**src/rtl/pll_reset_sequencer_pkg.sv**
```systemverilog
// Shared types for the PLL reset sequencer: FSM state encoding and counter sizing.
package pll_rst_pkg;

    typedef enum logic [2:0] {
        RESET_PLL = 3'd0,
        WAIT_LOCK = 3'd1,
        STABLE    = 3'd2,
        RUN       = 3'd3,
        FAIL      = 3'd4
    } state_e;

    // Width needed to count 0 .. max(a,b,c)-1.
    function automatic int cnt_width(input int a, input int b, input int c);
        int m;
        m = a;
        if (b > m) m = b;
        if (c > m) m = c;
        return (m < 2) ? 1 : $clog2(m);
    endfunction

endpackage

```
**src/rtl/pll_reset_sequencer_if.sv**
```systemverilog
// Lock/relock inputs and reset/status outputs of the PLL reset sequencer.
interface pll_reset_sequencer_if #(
    parameter int RCW = 3
);
    logic           pll_lock;
    logic           relock_req;
    logic           pll_reset;
    logic           sys_rst_n;
    logic           locked;
    logic           lock_lost;
    logic           fail;
    logic [RCW-1:0] retry_cnt;

    modport master (
        output pll_lock, relock_req,
        input  pll_reset, sys_rst_n, locked, lock_lost, fail, retry_cnt
    );

    modport slave (
        input  pll_lock, relock_req,
        output pll_reset, sys_rst_n, locked, lock_lost, fail, retry_cnt
    );
endinterface

```
**src/rtl/pll_reset_sequencer_sync_2ff.sv**
```systemverilog
// Two-flop synchroniser for a single asynchronous bit; clears to 0 on reset.
module sync_2ff (
    input  logic clk_i,
    input  logic rst_ni,
    input  logic d_i,
    output logic q_o
);
    logic meta_q;
    logic sync_q;

    always_ff @(posedge clk_i) begin
        if (!rst_ni) begin
            meta_q <= 1'b0;
            sync_q <= 1'b0;
        end else begin
            meta_q <= d_i;
            sync_q <= meta_q;
        end
    end

    assign q_o = sync_q;
endmodule

```
**src/rtl/pll_reset_sequencer.sv**
```systemverilog
// Drives rPLL RESET and holds PLL-domain logic in reset until lock is stable; retries, then fails.
// Build macro PLL_LOCK_GLITCH_FILTER_EN: in RUN only GLITCH_CYCLES consecutive lock-low cycles count as loss.
module pll_reset_sequencer
    import pll_rst_pkg::*;
#(
    parameter int RST_CYCLES    = 16,
    parameter int LOCK_TIMEOUT  = 27000,
    parameter int STABLE_CYCLES = 270,
    parameter int MAX_RETRY     = 4
`ifdef PLL_LOCK_GLITCH_FILTER_EN
    ,
    parameter int GLITCH_CYCLES = 4
`endif
) (
    input logic                  clkin,
    input logic                  rst_n,
    pll_reset_sequencer_if.slave bus
);
    localparam int CW  = cnt_width(RST_CYCLES, LOCK_TIMEOUT, STABLE_CYCLES);
    localparam int RCW = $clog2(MAX_RETRY + 1);

    localparam logic [CW-1:0]  RST_LAST  = CW'(RST_CYCLES - 1);
    localparam logic [CW-1:0]  TMO_LAST  = CW'(LOCK_TIMEOUT - 1);
    // The WAIT_LOCK cycle that first sees lock_s counts as the first stable cycle.
    localparam logic [CW-1:0]  STB_LAST  = CW'((STABLE_CYCLES > 1) ? STABLE_CYCLES - 2 : 0);
    localparam logic [RCW-1:0] RETRY_MAX = RCW'(MAX_RETRY);

    state_e         state_q;
    state_e         state_d;
    state_e         retry_state_d;
    logic [CW-1:0]  cnt_q;
    logic [CW-1:0]  tmo_q;
    logic [RCW-1:0] retry_cnt_q;
    logic [RCW-1:0] retry_cnt_d;
    logic [RCW-1:0] retry_inc_d;
    logic           pll_reset_q;
    logic           sys_rst_n_q;
    logic           locked_q;
    logic           lock_lost_q;
    logic           lock_lost_d;
    logic           fail_q;
    logic           lock_s;
    logic           loss_d;
    logic           cnt_clr_d;

    sync_2ff u_lock_sync (
        .clk_i  (clkin),
        .rst_ni (rst_n),
        .d_i    (bus.pll_lock),
        .q_o    (lock_s)
    );

`ifdef PLL_LOCK_GLITCH_FILTER_EN
    localparam int GW = $clog2(GLITCH_CYCLES + 1);
    localparam logic [GW-1:0] GLITCH_LAST = GW'(GLITCH_CYCLES - 1);

    logic [GW-1:0] glitch_q;

    always_ff @(posedge clkin) begin
        if (!rst_n || lock_s || state_q != RUN) begin
            glitch_q <= '0;
        end else if (glitch_q != GLITCH_LAST) begin
            glitch_q <= glitch_q + GW'(1);
        end
    end

    assign loss_d = !lock_s && (glitch_q == GLITCH_LAST);
`else
    assign loss_d = !lock_s;
`endif

    assign retry_state_d = (retry_cnt_q == RETRY_MAX) ? FAIL : RESET_PLL;
    assign retry_inc_d   = (retry_cnt_q == RETRY_MAX) ? retry_cnt_q : retry_cnt_q + RCW'(1);

    always_comb begin
        state_d     = state_q;
        retry_cnt_d = retry_cnt_q;
        lock_lost_d = 1'b0;
        if (bus.relock_req) begin
            state_d = RESET_PLL;
            if (state_q == FAIL) retry_cnt_d = '0;
        end else begin
            case (state_q)
                RESET_PLL: begin
                    if (cnt_q == RST_LAST) state_d = WAIT_LOCK;
                end
                WAIT_LOCK: begin
                    if (lock_s) begin
                        state_d = STABLE;
                    end else if (tmo_q == TMO_LAST) begin
                        state_d     = retry_state_d;
                        retry_cnt_d = retry_inc_d;
                    end
                end
                STABLE: begin
                    if (!lock_s)                state_d = WAIT_LOCK;
                    else if (cnt_q == STB_LAST) state_d = RUN;
                end
                RUN: begin
                    if (loss_d) begin
                        state_d     = retry_state_d;
                        retry_cnt_d = retry_inc_d;
                        lock_lost_d = 1'b1;
                    end
                end
                FAIL:    state_d = FAIL;
                default: state_d = RESET_PLL;
            endcase
        end
    end

    // A relock in RESET_PLL keeps the state but must still restart the reset pulse.
    assign cnt_clr_d = bus.relock_req || (state_d != state_q);

    always_ff @(posedge clkin) begin
        if (!rst_n) begin
            state_q     <= RESET_PLL;
            cnt_q       <= '0;
            tmo_q       <= '0;
            retry_cnt_q <= '0;
            pll_reset_q <= 1'b1;
            sys_rst_n_q <= 1'b0;
            locked_q    <= 1'b0;
            lock_lost_q <= 1'b0;
            fail_q      <= 1'b0;
        end else begin
            state_q     <= state_d;
            retry_cnt_q <= retry_cnt_d;
            lock_lost_q <= lock_lost_d;
            pll_reset_q <= (state_d == RESET_PLL) || (state_d == FAIL);
            sys_rst_n_q <= (state_d == RUN);
            locked_q    <= (state_d == RUN);
            fail_q      <= (state_d == FAIL);

            if (cnt_clr_d) begin
                cnt_q <= '0;
            end else if (state_q == RESET_PLL || state_q == STABLE) begin
                cnt_q <= cnt_q + CW'(1);
            end

            // Timeout spans the whole lock attempt, including detours through STABLE.
            if (state_d == RESET_PLL) begin
                tmo_q <= '0;
            end else if ((state_q == WAIT_LOCK || state_q == STABLE) && tmo_q != TMO_LAST) begin
                tmo_q <= tmo_q + CW'(1);
            end
        end
    end

    assign bus.pll_reset = pll_reset_q;
    assign bus.sys_rst_n = sys_rst_n_q;
    assign bus.locked    = locked_q;
    assign bus.lock_lost = lock_lost_q;
    assign bus.fail      = fail_q;
    assign bus.retry_cnt = retry_cnt_q;
endmodule

```
**src/flat_wrapper.sv**
```systemverilog
// flat-port wrapper written by rule: the top's interface ports become plain ports
module pll_reset_sequencer_flat import pll_rst_pkg::*;
#(
    parameter int RST_CYCLES    = 16,
    parameter int LOCK_TIMEOUT  = 27000,
    parameter int STABLE_CYCLES = 270,
    parameter int MAX_RETRY     = 4

)
  (clkin, rst_n, bus_pll_lock, bus_relock_req, bus_pll_reset, bus_sys_rst_n, bus_locked, bus_lock_lost, bus_fail, bus_retry_cnt);
  pll_reset_sequencer_if #(.RCW(3)) bus_i ();
  input logic clkin;
  input logic rst_n;
  input wire logic [$bits(bus_i.pll_lock)-1:0] bus_pll_lock;
  input wire logic [$bits(bus_i.relock_req)-1:0] bus_relock_req;
  output wire logic [$bits(bus_i.pll_reset)-1:0] bus_pll_reset;
  output wire logic [$bits(bus_i.sys_rst_n)-1:0] bus_sys_rst_n;
  output wire logic [$bits(bus_i.locked)-1:0] bus_locked;
  output wire logic [$bits(bus_i.lock_lost)-1:0] bus_lock_lost;
  output wire logic [$bits(bus_i.fail)-1:0] bus_fail;
  output wire logic [$bits(bus_i.retry_cnt)-1:0] bus_retry_cnt;
  assign bus_i.pll_lock = bus_pll_lock;
  assign bus_i.relock_req = bus_relock_req;
  assign bus_pll_reset = bus_i.pll_reset;
  assign bus_sys_rst_n = bus_i.sys_rst_n;
  assign bus_locked = bus_i.locked;
  assign bus_lock_lost = bus_i.lock_lost;
  assign bus_fail = bus_i.fail;
  assign bus_retry_cnt = bus_i.retry_cnt;
  pll_reset_sequencer #(.RST_CYCLES(RST_CYCLES), .LOCK_TIMEOUT(LOCK_TIMEOUT), .STABLE_CYCLES(STABLE_CYCLES), .MAX_RETRY(MAX_RETRY)) u_core (.clkin(clkin), .rst_n(rst_n), .bus(bus_i));
endmodule
```
**config.mk**
```make
export PLATFORM = sky130hd
export DESIGN_NAME = pll_reset_sequencer_flat
export DESIGN_NICKNAME = d
export VERILOG_FILES = /design/src/rtl/pll_reset_sequencer_pkg.sv /design/src/rtl/pll_reset_sequencer_if.sv /design/src/rtl/pll_reset_sequencer_sync_2ff.sv /design/src/rtl/pll_reset_sequencer.sv /design/src/flat_wrapper.sv
export SDC_FILE = /design/constraint.sdc
export NUM_CORES = 1
export LEC_CHECK = 0
export BUFFER_PORTS_ARGS = -buffer_cell sky130_fd_sc_hd__buf_2
export CAP_MARGIN = 20
export CELL_PAD_IN_SITES_DETAIL_PLACEMENT = 2
export CELL_PAD_IN_SITES_GLOBAL_PLACEMENT = 2
export CORE_ASPECT_RATIO = 0.5
export CORE_UTILIZATION = 41
export DETAILED_ROUTE_END_ITERATION = 7
export GPL_TIMING_DRIVEN = 1
export PLACE_DENSITY = 0.9
export SLEW_MARGIN = 20
export SYNTH_ARGS = -nofsm -noshare
export SYNTH_HDL_FRONTEND = slang
export SYNTH_HIERARCHICAL = 1
export SYNTH_SLANG_ARGS = --single-unit
```
**constraint.sdc**
```tcl
create_clock -name clkin -period 6.2 [get_ports clkin]
set_clock_uncertainty 0.2 [all_clocks]
set_input_delay 0.62 -clock clkin [delete_from_list [all_inputs] [get_ports clkin]]
set_output_delay 0.62 -clock clkin [all_outputs]
set_load 0.03 [all_outputs]
```
==> flow_summary.json, run 1 <==
{
  "synth_top_area_share_pct": 37.8,
  "cts_resized": 0,
  "cts_hold_buffers": 0,
  "synth_area_per_cell_um2": 9.09,
  "reg2reg_from": "u_core/state_q[0]$_SDFF_PN0_",
  "synth-main-ff-cell": "dfxtp_1",
  "fin_tns_setup_ps": 0,
  "ys_types": 49,
  "endpoint_kind": "flip-flop",
  "seq_power_share_pct": 56.8,
  "drt_pass1_iterations": 4,
  "cts_buffer_depth": 2,
  "holdWs_ps": 262,
  "htree_levels": 2,
  "initial_core_util_pct": 43.9,
  "p_int_w": 0.000364,
  "synth_seq_area_share_pct": 37.8,
  "syn_inst": 245,
  "nNetsFinal": 261,
  "p_leak_nw": 0.803,
  "outcome": "finished clean",
  "p_sw_w": 0.000115,
  "comb_power_share_pct": 2.3,
  "clock_latency_ps": 310,
  "arrival_ps": 3330,
  "rr_worst_depth": 5,
  "slew_headroom_pct": 28.3,
  "crit_end": "u_core/cnt_q[5]$_SDFFE_PP0P_",
  "die_y_um": 54.1,
  "cap_violations": 0,
  "totalWireLength_um": 7540,
  "clockPowerShare_pct": 40.9,
  "ant_nets": 0,
  "p_per_area_mw_per_mm2": 198,
  "synthArstFlopShare_pct": 0,
  "hold_class": "flip-flop to flip-flop",
  "dpl.hpwl_um": 4740,
  "cp_slowest_cell": "dfxtp_1",
  "fmax_mhz": 295,
  "cts_made_buffers": 5,
  "drive_gt1_share_pct": 13.8,
  "cts-root-buf": "clkbuf_8",
  "rsz0062_at_grt": "false",
  "synth_area_leader_cell": "dfxtp_1",
  "grt_usage_pct": 29.0,
  "drtIter0Drc": 58,
  "post_cts_buffers": 0,
  "port_buffers": 11,
  "grt_overflow_total": 0,
  "die_area_mm2": 0.00575,
  "diodes": 0,
  "cp-start-kind": "flip-flop",
  "grt_pass1_wl_um": 12000,
  "synthMostInstantiatedCell": "dfxtp_1",
  "r2r_slack_ps": 2810,
  "clock_sinks": 42,
  "cp-startpoint": "u_core/state_q[0]$_SDFF_PN0_",
  "worst-slew-pin-transition_ps": 1070,
  "antenna_found_initial": 0,
  "wire_per_inst_um": 23.3,
  "timing.final.crit_share_pct": 54.7,
  "synth_area_mm2": 0.00223,
  "vias": 1942,
  "critPathKind": "flip-flop to flip-flop",
  "synth_enable_flop_cells": 0,
  "finalMaxSlewViolations": 0,
  "grt_pass1_vias": 2118,
  "synth_area_leaders": "dfxtp_1, xnor2_1, a21oi_1",
  "routed_via_density": 6.01,
  "std_cell_rows": 18,
  "worstPathCellList": "or3b_2, nor3_2, o31ai_2, buf_6, a2111oi_1",
  "worstPathBufferInverterCount": 1,
  "synth.top_cells.by_count": "dfxtp_1, xnor2_1, a21oi_1",
  "critPathTopFamily": "flip-flops",
  "setup_violations": 0,
  "r2r-end": "u_core/cnt_q[5]$_SDFFE_PP0P_",
  "gp_congestion": 0.737,
  "clk_pin_slew_ps": 90,
  "remaining_drc_errors": 0,
  "core_region_area_mm2": 0.00507,
  "cp.depth": 5,
  "area_growth_syn_to_layout_pct": 8.54,
  "yosys_warnings": 6,
  "critical-path-max-stage-delay_ps": 1040,
  "num_io_pins": 12,
  "ys_seq_elements": 42,
  "critPathMaxFanout": 25,
  "max-vdd-ir-drop_mv": 0.123,
  "period_needed_ps": 3390,
  "grt_max_degree": 26,
  "p_sw_share_pct": 24.0,
  "cts_tree": "done",
  "syn-num-nets": 254,
  "die_w_um": 106,
  "timing_hold_violations_final": 0,
  "worstPathRequired_ps": 6140
}
routing by layer:
| layer | GRT usage (%) | part of all wire, % | routed length [µm] |
|---|---|---|---|
| met4 | 14.6 | 2.8 | 212 |
| met3 | 6.66 | 3.5 | 266 |
| met5 | 0 | 0 | 0 |
| met2 | 52.2 | 49 | 3660 |
| met1 | 33.6 | 45 | 3400 |
how the worst min path moves through the flow:
stage                                         startpoint                           endpoint  slack (ps)  depth (start not counted)
global route        u_core/u_lock_sync/meta_q$_SDFF_PN0_  u_core/u_lock_sync/q_o$_SDFF_PN0_         290                          1
CTS                 u_core/u_lock_sync/meta_q$_SDFF_PN0_  u_core/u_lock_sync/q_o$_SDFF_PN0_         270                          1
global placement    u_core/u_lock_sync/meta_q$_SDFF_PN0_  u_core/u_lock_sync/q_o$_SDFF_PN0_         210                          1
floorplan           u_core/u_lock_sync/meta_q$_SDFF_PN0_  u_core/u_lock_sync/q_o$_SDFF_PN0_         210                          1
finish              u_core/u_lock_sync/meta_q$_SDFF_PN0_  u_core/u_lock_sync/q_o$_SDFF_PN0_         260                          1
detailed placement  u_core/u_lock_sync/meta_q$_SDFF_PN0_  u_core/u_lock_sync/q_o$_SDFF_PN0_         240                          1
cell usage in the layout (no fill, tap or decap), drive strengths merged, types with 7 or more instances in the layout:
cell type  count
a2111oi       11
a21oi         20
buf           13
dfxtp         42
inv            9
nand2         17
nand3         12
nor2          13
nor3          13
xnor2         23
xor2           7
through the flow:
| stage | setup slack [ps] | instance area (µm²) | util, % | instances | total power, W |
|---|---|---|---|---|---|
| after global placement | 3130 | 2310 | 45.6 | 314 | 0.000287 |
| after global routing | 2760 | 2420 | 47.7 | 323 | 0.000497 |
| after detailed placement | 3060 | 2320 | 45.8 | 315 | 0.000288 |
| final | 2810 | 2420 | 47.7 | 323 | 0.000479 |
| after CTS | 2910 | 2420 | 47.7 | 323 | 0.000484 |
| after floorplan | 3810 | 2230 | - | 245 | 0.000284 |
final cells by class:
type	count	area, µm²
inverters	9	33.8
repair buffers	13	73.8
well taps	70	87.6
clock inverters	2	12.5
fillers	564	2650
flip-flops and latches	42	841
clock buffers	6	82.6
multi-input cells	181	1280
power groups by stage:
| stage | combinational [W] | clock, W | sequential, W |
|---|---|---|---|
| 6_report | 0.0000109 | 0.000196 | 0.000272 |
| 5_1_grt | 0.0000120 | 0.000213 | 0.000272 |
| 4_1_cts | 0.0000109 | 0.000201 | 0.000272 |
| 3_5_place_dp | 0.00000988 | 0 | 0.000278 |
| 3_3_place_gp | 0.00000943 | 0 | 0.000278 |
| 2_1_floorplan | 0.00000586 | 0 | 0.000278 |
state kept, by name, indices dropped and copies added, names as in the netlist:
register and flops:
u_core/tmo_q 15, u_core/bus.retry_cnt 3, u_core/bus.locked 1, u_core/u_lock_sync/meta_q 1
u_core/cnt_q 15, u_core/bus.lock_lost 1, u_core/u_lock_sync/q_o 1, u_core/bus.pll_reset 1
u_core/state_q 3, u_core/bus.fail 1
kinds of logic after synthesis:
family / share of synthesized area [%]
flops: 37.8
compound gates: 17.2
fa+ha+maj: 2.81
buf+inv: 4.50
simple gates: 25.0
mux: 0.899
xor+xnor: 11.8
(Power assumes the default switching activity.)
==> run 2, diff against run 1 <==
--- a/config.mk
+++ b/config.mk
@@ -10,10 +10,10 @@
 export CELL_PAD_IN_SITES_DETAIL_PLACEMENT = 2
 export CELL_PAD_IN_SITES_GLOBAL_PLACEMENT = 2
 export CORE_ASPECT_RATIO = 0.5
-export CORE_UTILIZATION = 41
+export CORE_UTILIZATION = 34
 export DETAILED_ROUTE_END_ITERATION = 7
 export GPL_TIMING_DRIVEN = 1
-export PLACE_DENSITY = 0.9
+export PLACE_DENSITY = 0.8
 export SLEW_MARGIN = 20
 export SYNTH_ARGS = -nofsm -noshare
 export SYNTH_HDL_FRONTEND = slang
==> constraint.sdc (replaced) <==
create_clock -name clkin -period 3 [get_ports clkin]
set_clock_uncertainty 0.2 [all_clocks]
set_input_delay 0.3 -clock clkin [delete_from_list [all_inputs] [get_ports clkin]]
set_output_delay 0.3 -clock clkin [all_outputs]
set_load 0.03 [all_outputs]
==> run 2 against run 1 <==
Sequential share of layout area shrank 1.4 points. Highest routed layer unchanged. Global-route usage shrank 9.8 points. Critical path type unchanged. Power grew 140%. Register-to-register slack lost 2600 ps. Setup slack lost 2600 ps.
==> flow_summary.json, run 2 (same netlist as run 1, synthesis figures left out) <==
{
  "reg2reg_from": "u_core/state_q[0]$_SDFF_PN0_",
  "endpoint_kind": "flip-flop",
  "worstPathCellList": "or3b_2, a2111oi_0, a21o_1, a2111oi_0",
  "p_per_area_mw_per_mm2": 452,
  "fillers": 685,
  "setup_violations": 0,
  "p_sw_w": 0.000241,
  "critPathTopFamily": "compound AO/OA/AOI/OAI gates",
  "totalWireLength_um": 6030,
  "p_leak_nw": 0.841,
  "critPathKind": "flip-flop to flip-flop",
  "antenna_found_initial": 0,
  "final_common_cell": "dfxtp_1",
  "p_int_w": 0.000897,
  "post_cts_buffers": 0,
  "grt_pass1_vias": 2002,
  "fin_tns_setup_ps": 0,
  "ant_nets": 0,
  "r2r-end": "u_core/cnt_q[4]$_SDFFE_PP0P_",
  "routed_via_density": 5.39,
  "num_io_pins": 12,
  "seq_power_share_pct": 49.4,
  "grt_pass1_wl_um": 10100,
  "cp-startpoint": "u_core/state_q[0]$_SDFF_PN0_",
  "gp_congestion": 0.772,
  "rr_worst_depth": 4,
  "wire_per_inst_um": 17.6,
  "cts_tree": "done",
  "comb_power_share_pct": 1.9,
  "finalMaxSlewViolations": 0,
  "area_growth_syn_to_layout_pct": 13.0,
  "std_cell_rows": 20,
  "cp.depth": 4,
  "worstPathRequired_ps": 2920,
  "clock_sinks": 42,
  "slew_headroom_pct": 47.4,
  "grt_overflow_total": 0,
  "max-vdd-ir-drop_mv": 0.210,
  "final_cell_mix": "dfxtp_1, xnor2_1, a21oi_1, nand2_1, nor2_1",
  "drtIter0Drc": 65,
  "critical-path-max-stage-delay_ps": 660,
  "outcome": "finished clean",
  "drt_pass1_iterations": 4,
  "cts_buffer_depth": 2,
  "nNetsFinal": 263,
  "clk_pin_slew_ps": 60,
  "period_needed_ps": 2760,
  "cp_slowest_cell": "a2111oi_0",
  "die_w_um": 116,
  "cap_violations": 0,
  "critPathMaxFanout": 11,
  "htree_levels": 2,
  "arrival_ps": 2680,
  "core_region_area_mm2": 0.00618,
  "r2r_slack_ps": 240,
  "crit_top_cell": "a2111oi_0",
  "port_buffers": 11,
  "timing.final.crit_share_pct": 92.0,
  "cts_hold_buffers": 0,
  "grt_max_degree": 19,
  "total_power_w": 0.00114,
  "hold_class": "input pin to flip-flop",
  "holdCritStartpoint": "bus_pll_lock",
  "remaining_drc_errors": 0,
  "rsz0062_at_grt": "false",
  "diodes": 0,
  "fmax_mhz": 362,
  "cts_resized": 0,
  "clock_latency_ps": 280,
  "timing_hold_violations_final": 0,
  "vias": 1850,
  "worstPathBufferInverterCount": 0,
  "initial_core_util_pct": 36.0,
  "drive_gt1_share_pct": 14.9,
  "cts-root-buf": "clkbuf_16",
  "holdPathEnd": "u_core/u_lock_sync/meta_q$_SDFF_PN0_",
  "worst-slew-pin-transition_ps": 789,
  "p_sw_share_pct": 21.2,
  "grt_usage_pct": 19.2,
  "cp-start-kind": "flip-flop",
  "top_regs": "u_core/cnt_q: 15 flops, u_core/tmo_q: 15 flops",
  "dpl.hpwl_um": 4110,
  "die_area_mm2": 0.00689,
  "clockPowerShare_pct": 48.7,
  "hold_path_depth": 2,
  "cts_made_buffers": 5,
  "die_y_um": 59.2
}
==> run 2: changes by cell type in the layout (fill, tap and decap cells not counted), sizes merged <==
cell / previous run / this run
buf: 13 / 15
==> run 2: cell type report <==
cell class                 count  area, µm²  share of cell area, %
sequential                    42        841                   33.4
clock inverter                 2       12.5                  0.497
timing repair buffer          15       85.1                   3.38
inverter                       9       33.8                   1.34
clock buffer                   6        139                   5.52
multi-input combinational    181       1290                   51.5
tap                           88        110                   4.38
==> run 2: worst max path at each step <==
stage	end	slack [ps]
2_1_floorplan	u_core/tmo_q[14]$_SDFFE_PP0P_	610
4_1_cts	u_core/cnt_q[0]$_SDFFE_PP0P_	180
5_1_grt	u_core/cnt_q[3]$_SDFFE_PP0P_	60
3_3_place_gp	u_core/cnt_q[0]$_SDFFE_PP0P_	280
3_5_place_dp	u_core/cnt_q[4]$_SDFFE_PP0P_	190
6_report	u_core/cnt_q[4]$_SDFFE_PP0P_	240
==> run 2: stage by stage <==
step | area, µm² | utilization, % | hold slack [ps] | setup slack [ps] | instances
finish | 2520 | 40.7 | 17.8 | 241 | 343
global route | 2520 | 40.7 | 32.5 | 63.9 | 343
CTS | 2510 | 40.7 | 16.8 | 179 | 343
detailed placement | 2360 | 38.2 | 242 | 186 | 335
global placement | 2350 | 38.1 | 214 | 281 | 335
floorplan | 2230 | - | 212 | 608 | 245
==> run 2: metal layers <==
layer / wire [µm] / part of all wire [%] / track usage [%]
met3: 122 / 2.0 / 4.09
met4: 75 / 1.2 / 4.76
met5: 0 / 0 / 0
met2: 2930 / 49 / 34.3
met1: 2910 / 48 / 23.8
==> run 2: worst reg2reg max path, stage by stage, from the launching register on <==
cell       delay (ps)
dfxtp_1           570
or3b_2            540
a2111oi_0         660
a21o_1            480
a2111oi_0         150
==> run 2: power groups by stage <==
stage | sequential, W | combinational, W | clock, W
2_1_floorplan | 0.000574 | 0.0000121 | 0
4_1_cts | 0.000563 | 0.0000217 | 0.000568
3_3_place_gp | 0.000575 | 0.0000197 | 0
3_5_place_dp | 0.000575 | 0.0000209 | 0
5_1_grt | 0.000563 | 0.0000238 | 0.000592
6_report | 0.000563 | 0.0000212 | 0.000554
